--- config.mk ---
export PLATFORM = sky130hd
export DESIGN_NAME = uart_rx_ctrl
export DESIGN_NICKNAME = d
export VERILOG_FILES = /design/src/rtl/uart_rx_ctrl.sv
export SDC_FILE = /design/constraint.sdc
export NUM_CORES = 1
export LEC_CHECK = 0
export ABC_AREA = 1
export ABC_CLOCK_PERIOD_IN_PS = 3440
export BUFFER_PORTS_ARGS = -buffer_cell sky130_fd_sc_hd__buf_4
export CAP_MARGIN = 40
export CORE_MARGIN = 1.5
export CORE_UTILIZATION = 41
export CTS_CLUSTER_DIAMETER = 40
export DETAILED_ROUTE_END_ITERATION = 10
export PLACE_DENSITY_LB_ADDON = 0.2
export SETUP_SLACK_MARGIN = 0.05
export SLEW_MARGIN = 25
export SYNTH_ARGS = -nofsm -noshare
export SYNTH_HDL_FRONTEND = slang
export SYNTH_HIERARCHICAL = 1
export SYNTH_SLANG_ARGS = --single-unit
--- constraint.sdc ---
create_clock -name clk_i -period 3.44 [get_ports clk_i]
set_input_delay 0.86 -clock clk_i [delete_from_list [all_inputs] [get_ports clk_i]]
set_output_delay 0.86 -clock clk_i [all_outputs]
set_load 0.005 [all_outputs]
--- src/rtl/uart_rx_ctrl.sv ---
// uart_rx_ctrl -- oversampling-free UART receiver (8N1, optional even parity).
//
// The raw line goes through a 2-FF synchronizer and a debouncer. The FSM
// then times bit centres with a counter that runs at the clock rate.
//
// Ports:
//   clk_i        clock
//   rst_i        synchronous active-high reset (FSM/outputs only)
//   rx_i         raw asynchronous serial line, idle high
//   data_o[7:0]  last correctly received byte, held until the next good frame
//   valid_o      one-cycle pulse: data_o has just been updated
//   frame_err_o  one-cycle pulse: stop bit sampled low
//   busy_o       registered, high in every state except IDLE
//   parity_err_o one-cycle pulse on even-parity mismatch (macro build only)
//
// Build option: define UART_RX_PARITY_EN for 8E1 framing (adds the PARITY
// state and the parity_err_o port). Without it the block receives 8N1.
//
// uart_debouncer: its output takes a new level only once the last Latency
// synchronized samples all agree, so shorter pulses are ignored.

module uart_debouncer #(
  parameter int Latency = 4
) (
  input  logic clk_i,
  input  logic d_i,
  output logic q_o
);

  logic [Latency-1:0] win_reg;
  logic               q_reg;

  // No reset: the receiver FSM waits for a stable high line after reset.
  always_ff @(posedge clk_i) begin
    win_reg <= {win_reg[Latency-2:0], d_i};
    if (&win_reg) begin
      q_reg <= 1'b1;
    end else if (~|win_reg) begin
      q_reg <= 1'b0;
    end
  end

  assign q_o = q_reg;

endmodule

module uart_rx_ctrl #(
  parameter int ClkFreq    = 50000000,
  parameter int BaudRate   = 115200,
  parameter int DebLatency = 4
) (
  input  logic       clk_i,
  input  logic       rst_i,
  input  logic       rx_i,
  output logic [7:0] data_o,
  output logic       valid_o,
  output logic       frame_err_o,
  output logic       busy_o
`ifdef UART_RX_PARITY_EN
  ,
  output logic       parity_err_o
`endif
);

  localparam int Div  = ClkFreq / BaudRate;
  localparam int Half = Div / 2;
  localparam int CntW = $clog2(Div) + 1;

  typedef enum logic [2:0] {
    WAIT_HIGH,
    IDLE,
    START,
    DATA,
`ifdef UART_RX_PARITY_EN
    PARITY,
`endif
    STOP
  } state_t;

  logic [1:0] sync_reg;
  logic       rxd;

  state_t            state_reg, state_next;
  logic [CntW-1:0]   cnt_reg, cnt_next;
  logic [2:0]        bit_reg, bit_next;
  logic [7:0]        shift_reg, shift_next;
  logic [7:0]        data_reg, data_next;
  logic              valid_reg, valid_next;
  logic              ferr_reg, ferr_next;
  logic              busy_reg, busy_next;
  logic              par_bad;
`ifdef UART_RX_PARITY_EN
  logic              par_bad_reg, par_bad_next;
  logic              perr_reg, perr_next;
`endif

  logic tick_half;
  logic tick_full;

  // Synchronizer is not reset; it only carries the line level.
  always_ff @(posedge clk_i) begin
    sync_reg <= {sync_reg[0], rx_i};
  end

  uart_debouncer #(
    .Latency(DebLatency)
  ) u_debouncer (
    .clk_i(clk_i),
    .d_i  (sync_reg[1]),
    .q_o  (rxd)
  );

  assign tick_half = (cnt_reg == CntW'(Half - 1));
  assign tick_full = (cnt_reg == CntW'(Div - 1));

`ifdef UART_RX_PARITY_EN
  assign par_bad = par_bad_reg;
`else
  assign par_bad = 1'b0;
`endif

  always_ff @(posedge clk_i) begin
    if (rst_i) begin
      state_reg <= WAIT_HIGH;
      cnt_reg   <= '0;
      bit_reg   <= '0;
      shift_reg <= '0;
      data_reg  <= '0;
      valid_reg <= 1'b0;
      ferr_reg  <= 1'b0;
      busy_reg  <= 1'b1;
`ifdef UART_RX_PARITY_EN
      par_bad_reg <= 1'b0;
      perr_reg    <= 1'b0;
`endif
    end else begin
      state_reg <= state_next;
      cnt_reg   <= cnt_next;
      bit_reg   <= bit_next;
      shift_reg <= shift_next;
      data_reg  <= data_next;
      valid_reg <= valid_next;
      ferr_reg  <= ferr_next;
      busy_reg  <= busy_next;
`ifdef UART_RX_PARITY_EN
      par_bad_reg <= par_bad_next;
      perr_reg    <= perr_next;
`endif
    end
  end

  always_comb begin
    state_next = state_reg;
    cnt_next   = cnt_reg;
    bit_next   = bit_reg;
    shift_next = shift_reg;
    data_next  = data_reg;
    valid_next = 1'b0;
    ferr_next  = 1'b0;
`ifdef UART_RX_PARITY_EN
    par_bad_next = par_bad_reg;
    perr_next    = 1'b0;
`endif

    case (state_reg)
      // After reset or a framing error the line may still be mid-frame;
      // only a high level proves we are between frames.
      WAIT_HIGH: begin
        if (rxd) begin
          state_next = IDLE;
        end
      end
      IDLE: begin
        cnt_next = '0;
        if (!rxd) begin
          state_next = START;
        end
      end
      // Re-check the start bit at its centre to reject short lows.
      START: begin
        if (tick_half) begin
          cnt_next = '0;
          bit_next = '0;
`ifdef UART_RX_PARITY_EN
          par_bad_next = 1'b0;
`endif
          state_next = rxd ? IDLE : DATA;
        end else begin
          cnt_next = cnt_reg + CntW'(1);
        end
      end
      DATA: begin
        if (tick_full) begin
          cnt_next   = '0;
          shift_next = {rxd, shift_reg[7:1]};
          bit_next   = bit_reg + 3'd1;
          if (bit_reg == 3'd7) begin
`ifdef UART_RX_PARITY_EN
            state_next = PARITY;
`else
            state_next = STOP;
`endif
          end
        end else begin
          cnt_next = cnt_reg + CntW'(1);
        end
      end
`ifdef UART_RX_PARITY_EN
      PARITY: begin
        if (tick_full) begin
          cnt_next     = '0;
          par_bad_next = (^shift_reg) ^ rxd;
          state_next   = STOP;
        end else begin
          cnt_next = cnt_reg + CntW'(1);
        end
      end
`endif
      STOP: begin
        if (tick_full) begin
          cnt_next = '0;
`ifdef UART_RX_PARITY_EN
          perr_next = par_bad_reg;
`endif
          if (rxd) begin
            if (!par_bad) begin
              data_next  = shift_reg;
              valid_next = 1'b1;
            end
            state_next = IDLE;
          end else begin
            ferr_next  = 1'b1;
            state_next = WAIT_HIGH;
          end
        end else begin
          cnt_next = cnt_reg + CntW'(1);
        end
      end
      default: begin
        state_next = WAIT_HIGH;
      end
    endcase

    busy_next = (state_next != IDLE);
  end

  assign data_o      = data_reg;
  assign valid_o     = valid_reg;
  assign frame_err_o = ferr_reg;
  assign busy_o      = busy_reg;
`ifdef UART_RX_PARITY_EN
  assign parity_err_o = perr_reg;
`endif

endmodule

==> impl_results.md <==
- Status: completed
- Max-slew violation count: 0
- Remaining antenna violation count: 0
- Worst hold endpoint: sync_reg[1]
- Post-layout instance area: 2180 µm²
- Detailed Route WL: 3470 µm
- Area growth from synthesis to layout: 10.9%
- Die Span X: 72.2 µm
- Area of the core: 4660 µm²
- Sequential Area: 841 µm²
- Final setup viols: 0
- CP startpoint kind: register
- Fin crit share: 48.4%
- Crit path kind: register to register
- Synth cell types: 29
- Die footprint: 5220 µm²
- PwrDens: 419 nW/µm²
- RSZ-0062 raised after global routing: false
- Min Hold Slack: 0.331 ns
- First-pass GRT wire length: 6280 µm
- Deepest level of the CTS H-tree: 2
- Clock buffer count from CTS: 5
- Worst-margin pin slew: 0.462 ns
- Reg2Reg Depth: 8
- Fmax: 601 MHz
- Share of the synthesized area in the top cell type: 42.8%
- Starting Density: 42.2%
- Post-Syn Nets: 261
- Share of layout cells above drive strength 1: 18.2%
- Fill count: 476
- Seq cells post-synth: 42
- Max VDD drop: 0.229 mV
- Cell area after synthesis: 1970 µm²
- Leading area contributor after synthesis: dfxtp_1
- Final hold violations: 0
- Sequential area share after synthesis: 42.8%
- Asr flop ratio synth: 0%
- Highest Signal Layer: met4
- Cells resized by post-CTS repair: 0
- HPWL Detailed: 2470 µm
- CP Capture Type: register
- Largest net degree at the start of global routing: 23
- Row cnt: 25
- Most used DFF post-synth: dfxtp_1
- Setup Fix Bufs, Post-CTS: 0
- Most used standard cell by instance count after synthesis: nand2_1
- Maximum clock insertion buffer count: 2
- Max FFs per register: 10
- Placed Area: 2090 µm²
- PortBufs: 13
- Worst reg2reg startpoint: cnt_reg[0]
- Commonest cells in the netlist: nand2_1, nor2_1, dfxtp_1
- DRT iter0 DRCs: 88
- Initial antenna violation count: 0
- R2r endpoint: bit_reg[0]
- Root buf cell: clkbuf_8
- Vias in the first global route: 1426
- Final min period: 1.66 ns
- CP arrival: 1.85 ns
- DRC viols: 0
- Worst Path Max Fanout: 12
- Normalized max-slew margin: 69.1%
- Leak pwr: 1.04 nW
- Max cap viols: 0
- Register-to-register setup slack: 1.78 ns
- Antenna Cells: 0
- Skew final: 0.00547 ns
- CP required: 3.62 ns
- CTS tree: built
- Reg clk slew, reported paths: 0.08 ns
- Yosys warns: 6
- Synth top area cells: dfxtp_1, nand2_1, nor2_1
- NumNets Final: 276
- Worst hold stages: 0
- Vias: 1519
- Top Ports: 14
- Mapped Cells: 253
- Worst Min Path Start: sync_reg[0]
- Post-CTS Hold Buffers: 0
- Post-synth EDFFs: 0
- Placer Congestion: 0.797
- Chip height: 72.2 µm
- Routed vias/inst: 4.70
- Overflow after GRT: 0
- M1 WL: 1730 µm
- CTS sink cnt: 42
- Routed wl met2: 1640 µm
- HP Class: register to register
- Clk_lat worst skew: 0.29 ns
- WL per Instance: 10.7 µm
- Met3 WL: 69 µm
- First-pass iteration count of the detailed router: 4
- Multi-input gate area: 963 µm²
- GRT Total Usage: 15.4%
- Avg Cell Area, Syn: 7.77 µm²
- Post-Route Setup TNS: 0 ns
-- placed cells by master (no fill, tap or decap), drive strengths merged --
cell type,count
nand2,63
nor2,53
dfxtp,42
inv,33
buf,13
o21ai,12
a21oi,9
nand3,9
a211oi,8
clkbuf,6
ha,5
nand4,4
xor2,3
nor3,3
nor4,2
clkinv,2
xnor2,1
o21bai,1
-- worst max path at each step --
stage	from	end	slack, ns	cells after the start
finish	cnt_reg[0]	bit_reg[0]	1.78	8
global route	cnt_reg[0]	busy_o	1.59	8
CTS	cnt_reg[0]	busy_o	1.75	8
detailed placement	rst_i	state_reg[2]	1.65	4
global placement	rst_i	state_reg[2]	1.69	4
floorplan	rst_i	cnt_reg[2]	1.94	4
-- metal layers --
layer,vias up,global-route usage [%]
li1,826,-
met1,680,19.5
met2,11,25.3
met3,2,4.17
met4,0,5.66
met5,-,0
-- critical path: stages, from the launching register on --
cell and delay (ns):
dfxtp_1 0.40, ha_1 0.17, nand2_1 0.06, nor2_2 0.27, nand2_4 0.13, nor2_8 0.21
inv_2 0.12, a21oi_1 0.15, nor2_1 0.06
-- cells by family after synthesis --
family	Yosys count	share of synthesized area, %
AOI/OAI and AO/OA	30	11.0
adders and majority gates	5	3.18
DFF	42	42.8
xor gates and xnor gates	4	1.78
and+or+nand+nor	134	33.0
buffers and inverters	38	8.21
-- final cells by class --
type,instances,share of cell area [%]
Clock buffer,6,3.33
Clock inverter,2,0.631
Inverter,33,5.68
Multi-Input combinational cell,173,44.2
Sequential cell,42,38.6
Tap cell,54,3.10
Timing Repair Buffer,13,4.48
-- per-stage QoR --
step / std cells / utilization, % / setup WS, ns / total power [mW]
3_3_place_gp: 315 / 44.9 / 1.69 / 0.617
3_5_place_dp: 315 / 44.9 / 1.65 / 0.617
5_1_grt: 323 / 46.8 / 1.59 / 0.962
2_1_floorplan: 253 / - / 1.94 / 0.591
4_1_cts: 323 / 46.8 / 1.75 / 0.933
6_report: 323 / 46.8 / 1.78 / 0.914
-- power by group --
group	internal, mW	switching [mW]
registers	0.500	0.0173
logic	0.0286	0.0583
clock network	0.143	0.166
total	0.672	0.242
(Power assumes the default switching activity.)
